$ cat config.mk
export PLATFORM = sky130hd
export DESIGN_NAME = clock_div_prog
export DESIGN_NICKNAME = d
export VERILOG_FILES = /design/src/rtl/clock_div_prog.sv
export SDC_FILE = /design/constraint.sdc
export NUM_CORES = 1
export LEC_CHECK = 0
export BUFFER_PORTS_ARGS = -buffer_cell sky130_fd_sc_hd__buf_2
export CAP_MARGIN = 0
export CORE_MARGIN = 2
export CORE_UTILIZATION = 45
export CTS_CLUSTER_DIAMETER = 120
export DETAILED_ROUTE_END_ITERATION = 10
export GPL_TIMING_DRIVEN = 0
export MAX_ROUTING_LAYER = met4
export PLACE_DENSITY = 0.62
export SYNTH_ARGS = -nofsm -noshare
export SYNTH_HDL_FRONTEND = slang
export SYNTH_SLANG_ARGS = --single-unit
$ cat constraint.sdc
create_clock -name CLK_I -period 3.67 [get_ports CLK_I]
set_input_delay 0.5505 -clock CLK_I [delete_from_list [all_inputs] [get_ports CLK_I]]
set_output_delay 0.5505 -clock CLK_I [all_outputs]
set_load 0.03 [all_outputs]
$ cat src/rtl/clock_div_prog.sv
// Multi-channel programmable clock-enable generator.
// Each channel emits a one-cycle CE strobe and a registered square wave at CLK_I / ratio.
module clock_div_prog #(
    parameter int NUM_CH  = 2,
    parameter int CNT_W   = 16,
    parameter int DEF_DIV = 2
) (
    input  logic                    CLK_I,
    input  logic                    RST_I,
    input  logic [NUM_CH*CNT_W-1:0] DIV_I,
    input  logic [NUM_CH-1:0]       LOAD_I,
    input  logic [NUM_CH-1:0]       EN_I,
    output logic [NUM_CH-1:0]       CE_O,
    output logic [NUM_CH-1:0]       CLK_O,
    output logic [NUM_CH-1:0]       PEND_O
);

    localparam logic [CNT_W-1:0] DEF_D = (DEF_DIV < 1) ? CNT_W'(1) : CNT_W'(DEF_DIV);

    for (genvar g = 0; g < NUM_CH; g++) begin : g_ch
        logic [CNT_W-1:0] r_div;
        logic [CNT_W-1:0] r_pdiv;
        logic [CNT_W-1:0] r_cnt;
        logic             r_pend;
        logic             r_ce;
        logic             r_clk;
        logic [CNT_W-1:0] w_slice;
        logic [CNT_W-1:0] w_newdiv;
        logic [CNT_W-1:0] w_last;
        logic             w_wrap;
        logic             w_bound;

        // A ratio may only change at a period boundary: a wrap, or any disabled edge.
        always_comb begin
            w_slice  = DIV_I[g*CNT_W +: CNT_W];
            w_newdiv = (w_slice == '0) ? CNT_W'(1) : w_slice;
            w_last   = r_div - CNT_W'(1);
            w_wrap   = EN_I[g] && (r_cnt == w_last);
            w_bound  = w_wrap || !EN_I[g];
        end

        always_ff @(posedge CLK_I) begin
            if (RST_I) begin
                r_div  <= DEF_D;
                r_pdiv <= DEF_D;
                r_cnt  <= '0;
                r_pend <= 1'b0;
                r_ce   <= 1'b0;
                r_clk  <= 1'b0;
            end else begin
                if (EN_I[g]) begin
                    r_cnt <= w_wrap ? '0 : r_cnt + CNT_W'(1);
                    r_ce  <= w_wrap;
                    r_clk <= (r_cnt >= (r_div >> 1));
                end else begin
                    r_cnt <= '0;
                    r_ce  <= 1'b0;
                    r_clk <= 1'b0;
                end

                if (LOAD_I[g]) begin
                    r_pdiv <= w_newdiv;
                    if (w_bound) begin
                        r_div  <= w_newdiv;
                        r_pend <= 1'b0;
                    end else begin
                        r_pend <= 1'b1;
                    end
                end else if (w_bound && r_pend) begin
                    r_div  <= r_pdiv;
                    r_pend <= 1'b0;
                end
            end
        end

        assign CE_O[g]   = r_ce;
        assign CLK_O[g]  = r_clk;
        assign PEND_O[g] = r_pend;
    end

endmodule
==> results_dict.tcl <==
set metrics [dict create \
    place_ws_ns -0.006724 \
    finalInstanceArea_um2 6610 \
    dp.final_hpwl_mm 10.98 \
    n_antenna_cell 0 \
    cts_max_level 3 \
    synth_cells 689 \
    hold_path.class "input pin to flop" \
    fill_cells 1228 \
    clkSinkCount 102 \
    grt_pass1_wl_mm 23.65 \
    fin_crit_ns 3.497 \
    wirelength_mm 14.18 \
    critPathLaunchType "flop" \
    relSlewSlack 0.4113 \
    vias 4977 \
    fin_setup_tns_ns 0 \
    p_leak_nw 2.763 \
    cts_buffers 9 \
    multi_input_area_um2 3482 \
    synth.area.top_cells "dfxtp_1, ha_1, nor2_1" \
    p_per_area_nw_per_um2 401.7 \
    hold_viol_final 0 \
    ant_nets 0 \
    clk_pin_slew_ns 0.07 \
    rsz0062_at_grt "no" \
    synth_seq_cells 102 \
    num_rows 41 \
    fmax_mhz 286.0 \
    die_h_um 118.4 \
    synth_top_area_cell "dfxtp_1" \
    grt-ovfl-total 0 \
    grt_max_degree 17 \
    root_buffer "clkbuf_16" \
    async_reset_ff_frac 0 \
    fin_nets 813 \
    status "completed" \
    endpoint_kind "flop" \
    synth_area_um2 5886 \
    grt_usage 0.2148 \
    hold_ws_ns 0.4711 \
    synth_fp_nets 761 \
    total_power_w 0.002655 \
    drive_gt1_frac 0.1505 \
    synth_edf_count 0 \
    io_buffers 41 \
    ys.flop_type "dfxtp_1" \
    drt_iter0_markers 256 \
    initial_utilization 0.4645 \
    area_growth_pct 12.31 \
    setup_viol_count_final 0 \
    die_w_um 118.4 \
    timing.final.ws_setup_ns 0.1729 \
    grt_pass1_vias 4791 \
    dpl_cell_area_um2 6306 \
    skew_ns 0.005815 \
    clk_latency_ns 0.35 \
    cp.arrival_ns 3.74 \
    place_congestion 0.8665 \
    holdBufCountCts 0 \
    grt_antenna_before_repair 0 \
    avgSynthCellArea_um2 8.542 \
    viasPerCell 5.433 \
    dieArea_um2 14010 \
    cp.required_ns 3.91 \
    period_share 0.9529 \
    ys_types 60 \
    core_region_area_um2 12670 \
    drtPass1Iterations 4 \
    wl_per_cell_um 15.48 \
    ys_warn_count 0 \
    yosysSeqAreaShare 0.3469 \
    crit_fanout 10 \
    io_pins 44 \
    slew_violations 0 \
    max-clock-path-buffers 2 \
    cts_tree "done" \
    cts_setup_buffers 0 \
    irDropWorstVdd_v 0.0002754 \
    worstMarginPinSlew_ns 0.8804 \
    critPathKind "flop to flop" \
    synth_top_area_frac 0.3469 \
    ff_latch_area_um2 2042 \
    maxCapViolations 0 \
    drcViolationCount 0 \
]
[metrics by stage]
stage | utilization | instances
2_1_floorplan | - | 689
3_3_place_gp | 0.4977 | 902
3_5_place_dp | 0.4977 | 902
4_1_cts | 0.5206 | 916
5_1_grt | 0.5217 | 916
6_report | 0.5217 | 916
[worst max-delay path: stages, from the launching register on]
cell	delay, ns
dfxtp_1	0.38
inv_1	0.08
ha_1	0.19
nor3b_2	0.39
nor2_1	0.09
or4b_2	0.62
a32oi_1	0.25
or4b_4	0.51
a21oi_4	0.36
buf_12	0.20
mux2_4	0.30
[state kept, by name, summed over array words and instances, names as in the netlist]
name / cells
g_ch.r_pdiv: 32
g_ch.r_cnt: 32
g_ch.r_div: 32
g_ch.r_ce: 2
g_ch.r_pend: 2
g_ch.r_clk: 2
[what timing repair did]
| item | CTS | global route |
|---|---|---|
| gates resized for setup | 1 | 2 |
| pin swaps | 0 | 0 |
| gates cloned | 0 | 0 |
| setup endpoints to repair | 10 | 10 |
[cell usage in the layout, fill, tap and decap left out, types with 3 or more instances in the layout]
cell type and n:
o41ai_1 3, nand4_1 15, clkbuf_1 19, dfxtp_1 102
buf_1 3, buf_4 6, o211ai_1 17, nand2b_1 4
mux2_2 6, mux2i_1 28, a21oi_1 5, buf_2 44
o31ai_1 5, nor4_1 13, or2_2 19, and2_1 3
o21ai_0 8, inv_1 55, and3_1 5, nand3_1 29
a21o_1 7, nor2b_1 9, nand2_1 40, xnor2_1 38
or4b_2 3, a211o_1 3, nor3_1 14, or4_1 5
nor2_1 103, xor2_1 28, a211oi_1 8, ha_1 34
mux2_4 10, a41oi_1 4, clkbuf_16 9
[worst paths after layout]
path,startpoint,to,cells past startpoint,slack (ns)
worst min register to register,g_ch[1].r_pdiv[0],g_ch[1].r_pdiv[0],2,0.49
worst max register to register,g_ch[1].r_div[1],g_ch[1].r_div[7],10,0.17
worst min-delay path,DIV_I[17],g_ch[1].r_pdiv[1],2,0.47
worst max-delay path,g_ch[1].r_div[1],g_ch[1].r_div[7],10,0.17
[Yosys cell counts, drive strengths merged, types with 4 or more instances]
cell type	number
a21oi	6
a211oi	8
or4	6
xnor2	38
nand2b	4
nor2	103
nor2b	9
a21o	7
or4b	4
nor4	14
clkbuf	19
mux2	16
xor2	28
or2	19
o21ai	9
dfxtp	102
mux2i	28
nand2	40
o211ai	17
and3	5
ha	34
nor3	14
o31ai	5
a41oi	4
buf	14
nand4	15
nand3	29
inv	55
[report_power, final]
group          leakage (nW)  switching (W)  internal, W
combinational          1.79       0.000277     0.000210
clock                 0.138       0.000429     0.000525
sequential            0.833      0.0000523      0.00116
total                  2.76       0.000758      0.00190
[layer usage]
metal,wire [um],vias to the layer above,GRT usage
li1,-,2486,-
met1,7254,2339,0.3031
met2,5952,128,0.3074
met3,715,24,0.03764
met4,257,0,0.07605
met5,0,-,-
[cell families (layout without fill, tap and decap cells)]
kind of cell	after synthesis	count (layout)	synth area share
AOI/OAI and AO/OA	79	79	0.1014
xor gates and xnor gates	66	66	0.09822
adders and majority gates	34	34	0.07228
buffers and inverters	88	143	0.06463
DFF	102	102	0.3469
muxes	44	44	0.08461
and+or+nand+nor	276	276	0.2319
[final cells by class]
| class | instances | share of cell area |
|---|---|---|
| multi-input cells | 499 | 0.5268 |
| flip-flops and latches | 102 | 0.3089 |
| clock buffers | 9 | 0.03407 |
| well taps | 172 | 0.03256 |
| inverters | 55 | 0.03123 |
| repair buffers | 41 | 0.03104 |
| plain buffers | 33 | 0.02631 |
| clock inverters | 5 | 0.009086 |
(Power assumes the default switching activity.)
